[src/rtl/clint.sv]
// -----------------------------------------------------------------------------
// clint -- core-local interruptor: machine timer (mtime/mtimecmp) and machine
// software interrupt (msip) registers behind a simple byte-addressed bus.
//
// Ports
//   clk                   clock, all state updates on its rising edge
//   rst                   asynchronous active-high reset
//   bus_clint_read_addr   read byte address (only [15:0] decoded)
//   bus_clint_read_size   read size in bytes (1, 2 or 4; others unmapped)
//   bus_clint_rd          read request, data returned one cycle later
//   bus_clint_write_addr  write byte address (only [15:0] decoded)
//   bus_clint_write_size  write size in bytes (1, 2 or 4; others unmapped)
//   bus_clint_data        write data, right-aligned
//   bus_clint_wr          write request, takes effect at the same edge
//   clint_bus_data        registered read data, right-aligned, zero-extended
//   clint_mtip            timer interrupt pending (mtime >= mtimecmp)
//   clint_msip            software interrupt pending (msip bit 0)
//   clint_mtime           current mtime value
//
// Register map (addr[15:0], word-selected with addr[1:0] cleared)
//   0x0000 msip, 0x4000/0x4004 mtimecmp lo/hi, 0xBFF8/0xBFFC mtime lo/hi
// -----------------------------------------------------------------------------
`ifndef ADDR_WIDTH
`define ADDR_WIDTH 32
`endif
`ifndef SIZE_WIDTH
`define SIZE_WIDTH 3
`endif
`ifndef REG_DATA_WIDTH
`define REG_DATA_WIDTH 32
`endif
`ifndef BUS_DATA_WIDTH
`define BUS_DATA_WIDTH 32
`endif

module clint #(
    parameter int unsigned MTIME_DIV = 1
) (
    input  logic                         clk,
    input  logic                         rst,
    input  logic [`ADDR_WIDTH-1:0]       bus_clint_read_addr,
    input  logic [`SIZE_WIDTH-1:0]       bus_clint_read_size,
    input  logic                         bus_clint_rd,
    input  logic [`ADDR_WIDTH-1:0]       bus_clint_write_addr,
    input  logic [`SIZE_WIDTH-1:0]       bus_clint_write_size,
    input  logic [`REG_DATA_WIDTH-1:0]   bus_clint_data,
    input  logic                         bus_clint_wr,
    output logic [`BUS_DATA_WIDTH-1:0]   clint_bus_data,
    output logic                         clint_mtip,
    output logic                         clint_msip,
    output logic [63:0]                  clint_mtime
);

    localparam logic [15:0] OFF_MSIP     = 16'h0000;
    localparam logic [15:0] OFF_CMP_LO   = 16'h4000;
    localparam logic [15:0] OFF_CMP_HI   = 16'h4004;
    localparam logic [15:0] OFF_MTIME_LO = 16'hBFF8;
    localparam logic [15:0] OFF_MTIME_HI = 16'hBFFC;
    localparam logic [15:0] PRESC_LAST   = 16'(MTIME_DIV - 1);

    // Byte-enable pattern for a right-aligned access of the given size;
    // all-zero marks an illegal size, which the decode treats as unmapped.
    function automatic logic [3:0] size_mask(input logic [`SIZE_WIDTH-1:0] size);
        logic [3:0] m;
        m = 4'b0000;
        if (size == `SIZE_WIDTH'(1)) m = 4'b0001;
        if (size == `SIZE_WIDTH'(2)) m = 4'b0011;
        if (size == `SIZE_WIDTH'(4)) m = 4'b1111;
        return m;
    endfunction

    // ---------------------------------------------------------------- state
    logic                        msip_q,     msip_d;
    logic [63:0]                 mtimecmp_q, mtimecmp_d;
    logic [63:0]                 mtime_q,    mtime_d;
    logic [15:0]                 presc_q,    presc_d;
    logic [`BUS_DATA_WIDTH-1:0]  rdata_q,    rdata_d;

    // Upper address bits are ignored by the decode.
    logic unused_addr_bits;
    assign unused_addr_bits = ^{bus_clint_read_addr[`ADDR_WIDTH-1:16],
                                bus_clint_write_addr[`ADDR_WIDTH-1:16]};

    // ----------------------------------------------------------------- read
    logic [15:0] rd_word_off;
    logic [1:0]  rd_lane;
    logic [3:0]  rd_bytes;
    logic [31:0] rd_bit_mask;
    logic [31:0] rd_word;
    logic [31:0] rd_shifted;

    assign rd_word_off = {bus_clint_read_addr[15:2], 2'b00};
    assign rd_lane     = bus_clint_read_addr[1:0];
    assign rd_bytes    = size_mask(bus_clint_read_size);

    // ---------------------------------------------------------------- write
    logic [15:0] wr_word_off;
    logic [1:0]  wr_lane;
    logic [3:0]  wr_bytes;
    logic [3:0]  wr_byte_en;
    logic [31:0] wr_shifted;
    logic [31:0] wr_old_word;
    logic [31:0] wr_merged;
    logic        wr_valid;
    logic        wr_msip, wr_cmp_lo, wr_cmp_hi, wr_mtime_lo, wr_mtime_hi;

    assign wr_word_off = {bus_clint_write_addr[15:2], 2'b00};
    assign wr_lane     = bus_clint_write_addr[1:0];
    assign wr_bytes    = size_mask(bus_clint_write_size);
    assign wr_valid    = bus_clint_wr && (wr_bytes != 4'b0000);
    // Shifting into a 4-bit / 32-bit result drops bytes past the word end.
    assign wr_byte_en  = wr_valid ? 4'(wr_bytes << wr_lane) : 4'b0000;
    assign wr_shifted  = 32'(bus_clint_data << {wr_lane, 3'b000});

    assign wr_msip     = wr_valid && (wr_word_off == OFF_MSIP);
    assign wr_cmp_lo   = wr_valid && (wr_word_off == OFF_CMP_LO);
    assign wr_cmp_hi   = wr_valid && (wr_word_off == OFF_CMP_HI);
    assign wr_mtime_lo = wr_valid && (wr_word_off == OFF_MTIME_LO);
    assign wr_mtime_hi = wr_valid && (wr_word_off == OFF_MTIME_HI);

    genvar gi;
    generate
        for (gi = 0; gi < 4; gi++) begin : g_lane
            assign rd_bit_mask[8*gi +: 8] = {8{rd_bytes[gi]}};
            assign wr_merged[8*gi +: 8]   = wr_byte_en[gi] ? wr_shifted[8*gi +: 8]
                                                           : wr_old_word[8*gi +: 8];
        end
    endgenerate

    always_comb begin
        rd_word = 32'h0;
        if (rd_bytes != 4'b0000) begin
            case (rd_word_off)
                OFF_MSIP:     rd_word = {31'h0, msip_q};
                OFF_CMP_LO:   rd_word = mtimecmp_q[31:0];
                OFF_CMP_HI:   rd_word = mtimecmp_q[63:32];
                OFF_MTIME_LO: rd_word = mtime_q[31:0];
                OFF_MTIME_HI: rd_word = mtime_q[63:32];
                default:      rd_word = 32'h0;
            endcase
        end
        rd_shifted = (rd_word >> {rd_lane, 3'b000}) & rd_bit_mask;
        rdata_d    = bus_clint_rd ? `BUS_DATA_WIDTH'(rd_shifted) : '0;
    end

    // Only one register can be selected per write, so a single merged word
    // serves every target.
    always_comb begin
        wr_old_word = 32'h0;
        case (wr_word_off)
            OFF_MSIP:     wr_old_word = {31'h0, msip_q};
            OFF_CMP_LO:   wr_old_word = mtimecmp_q[31:0];
            OFF_CMP_HI:   wr_old_word = mtimecmp_q[63:32];
            OFF_MTIME_LO: wr_old_word = mtime_q[31:0];
            OFF_MTIME_HI: wr_old_word = mtime_q[63:32];
            default:      wr_old_word = 32'h0;
        endcase
    end

    // -------------------------------------------------- timer / next state
    always_comb begin
        msip_d     = msip_q;
        mtimecmp_d = mtimecmp_q;
        mtime_d    = mtime_q;
        presc_d    = presc_q + 16'd1;

        if (presc_q == PRESC_LAST) begin
            presc_d = 16'd0;
        end

        if (wr_msip)   msip_d             = wr_merged[0];
        if (wr_cmp_lo) mtimecmp_d[31:0]   = wr_merged;
        if (wr_cmp_hi) mtimecmp_d[63:32]  = wr_merged;

        // A software write to mtime wins over the tick; the prescaler keeps
        // running regardless.
        if (wr_mtime_lo) begin
            mtime_d = {mtime_q[63:32], wr_merged};
        end else if (wr_mtime_hi) begin
            mtime_d = {wr_merged, mtime_q[31:0]};
        end else if (presc_q == PRESC_LAST) begin
            mtime_d = mtime_q + 64'd1;
        end
    end

    always_ff @(posedge clk or posedge rst) begin
        if (rst) begin
            msip_q     <= 1'b0;
            mtimecmp_q <= 64'hFFFF_FFFF_FFFF_FFFF;
            mtime_q    <= 64'h0;
            presc_q    <= 16'd0;
            rdata_q    <= '0;
        end else begin
            msip_q     <= msip_d;
            mtimecmp_q <= mtimecmp_d;
            mtime_q    <= mtime_d;
            presc_q    <= presc_d;
            rdata_q    <= rdata_d;
        end
    end

    assign clint_bus_data = rdata_q;
    assign clint_mtip     = (mtime_q >= mtimecmp_q);
    assign clint_msip     = msip_q;
    assign clint_mtime    = mtime_q;

endmodule

[config.mk]
export PLATFORM = sky130hd
export DESIGN_NAME = clint
export DESIGN_NICKNAME = d
export VERILOG_FILES = /design/src/rtl/clint.sv
export SDC_FILE = /design/constraint.sdc
export NUM_CORES = 1
export LEC_CHECK = 0
export ABC_AREA = 0
export BUFFER_PORTS_ARGS = -buffer_cell sky130_fd_sc_hd__buf_2
export CORE_ASPECT_RATIO = 1.75
export CORE_MARGIN = 4
export CORE_UTILIZATION = 35
export DETAILED_ROUTE_END_ITERATION = 7
export GPL_ROUTABILITY_DRIVEN = 0
export PLACE_DENSITY = 0.53
export SYNTH_ARGS = -nofsm -noshare
export SYNTH_HDL_FRONTEND = slang
export SYNTH_SLANG_ARGS = --single-unit
[constraint.sdc]
create_clock -name clk -period 10.4 [get_ports clk]
set_input_delay 1.56 -clock clk [delete_from_list [all_inputs] [get_ports clk]]
set_output_delay 1.56 -clock clk [all_outputs]
set_load 0.02 [all_outputs]
[Word-level counts from Yosys, hierarchy flattened]
Cells that the tools add are included.
Storage, ports and cells
  register bits: 177
  input bits: 106
  output and inout bits: 98
  word-level logic and storage cells: 64
Operators by class
  add/sub/neg operators: 2
  order comparisons: 1
  eq/ne operators: 15
  shift-type cells: 3
  muxes and demuxes: 19
  bitwise logic cells: 2
  reductions and logical operators: 15
Operators with widths (count)
  32-bit one-hot mux with 5 select lines: 2
  64-bit 2-to-1 mux: 2
  32-bit 2-to-1 mux: 3
  64-bit by 1-bit adder with 64-bit output, second input constant: 1
  64-bit >= comparator: 1
  14-bit by 13-bit == test with 1-bit output, second input constant: 4
  14-bit == test, second input constant: 4
  16-bit logical NOT: 3
  32-bit AND: 1
  8-bit 2-to-1 mux: 4
  32-bit by 5-bit << shifter with 32-bit output: 1
  32-bit by 5-bit >> shifter with 32-bit output: 1
  4-bit 2-to-1 mux: 5
  16-bit by 1-bit adder with 16-bit output, second input constant: 1
  16-bit 2-to-1 mux: 1
  4-bit nonzero test: 2
  3-bit by 1-bit == test with 1-bit output, second input constant: 2
  3-bit by 2-bit == test with 1-bit output, second input constant: 2
  3-bit == test, second input constant: 2
  1-bit logical AND: 6
  2-bit AND reduction: 2
  2-bit nonzero test: 2
  4-bit by 2-bit << shifter with 4-bit output: 1
  1-bit 2-to-1 mux: 2
  other kinds (2): 2

[Depth between registers and ports, before layout]
  word-level depth: 10
  mapped depth: 10
  mapped depth without buffers: 8

[Worst setup path before layout]
OpenSTA, ideal clock, no wires.
  kind: register -> output
  from: reg mtimecmp_q[15]
  to: out clint_mtip
  data arrival time: 2.482 ns
  required time: 8.840 ns
  setup slack: 6.358 ns
  stages on the path, launching flop included: 9
  buffers on the path: 0
  path through: dfstp_2 > inv_1 > ha_1 > nand4_1 > nor3_1 > or4b_2 > a31oi_1 > a211oi_1 > o21ai_0
Between the ends
  longest elaborated chain between the ends: 1
RTL lines
  from (decl): line 74  | logic [63:0] mtimecmp_q, mtimecmp_d;
  from (signal assigned): line 195  | mtimecmp_q <= mtimecmp_d;
  64-bit >= comparator: line 203  | assign clint_mtip = (mtime_q >= mtimecmp_q);
  to (decl): line 49  | output logic clint_mtip,
Every way passes these cells.

[Final worst setup path]
  from: reg mtimecmp_q[14]
  to: out clint_mtip
Same word-level chain as after synthesis.

==> impl_metrics.ini <==
[global_route]
grt_pass1_vias = 12100
grt.total_usage_pct = 25.2
gr-total-overflow = 0
grt_max_degree = 117
antenna_found_initial = 0
grt_pass1_wl_um = 76200

[logic_synthesis]
yosys.cell_types.count = 77
synth_top_cell_by_area = dfrtp_1
syn_area_um2 = 12800
yosys-top-cells-count = nand2_1, dfrtp_1, o21ai_0
synth_top_cell_area_share_pct = 22.0
yosysMostFrequentCell = nand2_1
async_flop_share_pct = 100
avgSynthCellArea_um2 = 8.93
ys_ff_latch = 177
synth-seq-area-share_pct = 35.1
synth_area_leaders = dfrtp_1, dfstp_2, ha_1
syn-num-nets = 1611
synth_cells = 1438
synth_edf_count = 0
yosys_warnings = 0
synthFlopType = dfrtp_1

[drt]
dr.max_layer_used = met4
drcViolationCount = 0
vias = 12200
wl_met3_um = 3450
drt_wl_total_um = 51600
wl_met1_um = 19600
viasPerCell = 5.94
drt_iter0_markers = 1150
detail-route-antenna-nets = 0
wl_met2_um = 25200
firstDrtPassIters = 7
drt-wirelength-per-cell_um = 25.1

[critical_path]
critical_path_arrival_ps = 3860
path_class = register to output pin
setup.worst_path.start_class = register
end_kind = output pin
crit_fanout = 4
required_ps = 8840

[clocking]
cts_tree = done
clock_sinks = 177
cts_resized = 0
path_clk_slew_ps = 70
cts-root-buf = clkbuf_16
cts.path.max_buffers = 2
cts_setup_buffers = 0
clk_latency_ps = 470
hold_buffers = 0
cts_max_level = 4
numCtsBuffers = 17

[placement]
port_buffers = 171
dpl-instance-area_um2 = 14100
hpwl_um = 37900

[sta]
finalSetupViolCount = 0
finalCriticalPeriod_ps = 5420
tightest_slew_ps = 1070
skew_ps = 17.2
slew_headroom_pct = 28.7
maxSlewViolCount = 0
setup_tns_ps = 0
rsz0062_at_grt = no
post-route-period-util_pct = 52.1
finalHoldViolCount = 0
fmax_ghz = 0.185

[die]
die-area_um2 = 39900
die_y_um = 261
boundaryPins = 204
core_area_um2 = 36100
die_x_um = 153
row_count = 92
start_util_pct = 35.5

[outcome]
run_status = completed

[min_path]
hold_path_class = register to register

[layout]
syn2layout_area_growth_pct = 14.4
fin_area_um2 = 14700
drive_above_1_share_pct = 23.7
diodes = 0
finalNetCount = 1744

[power]
ir_drop_v = 0.0000671
p_per_area_nw_per_um2 = 109
p_leak_nw = 6.04

[run]
maxCapViolations = 0
[routing by layer]
metal / up-vias / GRT usage, %
met5: - / 0
met4: 0 / 16.0
met1: 5853 / 29.1
li1: 5600 / -
met3: 161 / 4.66
met2: 583 / 43.1
[flip-flops by register name, summed over array words and instances, names as in the netlist]
name	flops
clint_mtime	64
clint_bus_data	32
clint_msip	1
mtimecmp_q	64
presc_q	16
[logic make-up after synthesis]
family / share of synthesized area, %
DFF: 35.1
and+or+nand+nor: 20.5
adders and majority gates: 6.53
muxes: 10.6
buffers and inverters: 5.49
AOI/OAI and AO/OA: 18.5
xor gates and xnor gates: 3.27
[stage by stage]
step           setup WS (ps)  utilization [%]  total power [mW]  hold WS, ps  instances
2_1_floorplan           4140                -             0.855          447       1438
3_3_place_gp            5530             39.0             0.940          470       2022
3_5_place_dp            5560             39.0             0.943          466       2022
4_1_cts                 5050             40.7              1.61          483       2054
5_1_grt                 4950             40.7              1.65          496       2054
6_report                4980             40.7              1.60          487       2054
[worst max-delay path, stage by stage, from the launching register on]
cell and delay, ps:
dfstp_2 600, inv_1 60, ha_1 310, nand4_1 110, nor3_1 580, or4b_2 660, a31oi_1 320, a211oi_1 90
o21ai_0 400, buf_2 260
[cell usage in the layout, fill, tap and decap left out, types with 19 or more instances in the layout]
| master | n |
|---|---|
| nand3_1 | 47 |
| o21ai_0 | 113 |
| nor2_1 | 84 |
| xnor2_1 | 39 |
| a222oi_1 | 34 |
| buf_2 | 171 |
| dfrtp_1 | 113 |
| mux2_2 | 55 |
| nand2_1 | 165 |
| nor3_1 | 32 |
| mux2i_1 | 74 |
| dfstp_2 | 64 |
| buf_4 | 24 |
| inv_1 | 83 |
| a21oi_1 | 66 |
| nand4_1 | 32 |
| ha_1 | 67 |
| and3_1 | 19 |
[power by group]
group / switching [mW] / internal [mW]
combinational: 0.128 / 0.0747
sequential: 0.0296 / 0.700
clock: 0.287 / 0.378
total: 0.445 / 1.15
[cell type report]
class                      instances  area (um2)
multi-input combinational       1095        7660
inverter                          85         324
tap                              470         588
timing repair buffer             195        1040
fill                            3734       21400
sequential                       177        4510
clock inverter                     9         135
clock buffer                      23         448
[path summary, 6_finish.rpt]
path	from	to	slack (ps)	cells after the start
worst max-delay path	mtimecmp_q[14]	clint_mtip	4980	9
worst min-delay path	mtimecmp_q[62]	mtimecmp_q[62]	490	2
worst max register to register	presc_q[0]	clint_mtime[55]	6640	8
worst min register to register	mtimecmp_q[62]	mtimecmp_q[62]	490	2
max in group asynchronous	rst	clint_mtime[4]	7530	3
min in group asynchronous	rst	presc_q[15]	1360	2
No activity file was read; power rests on OpenSTA's default activity.
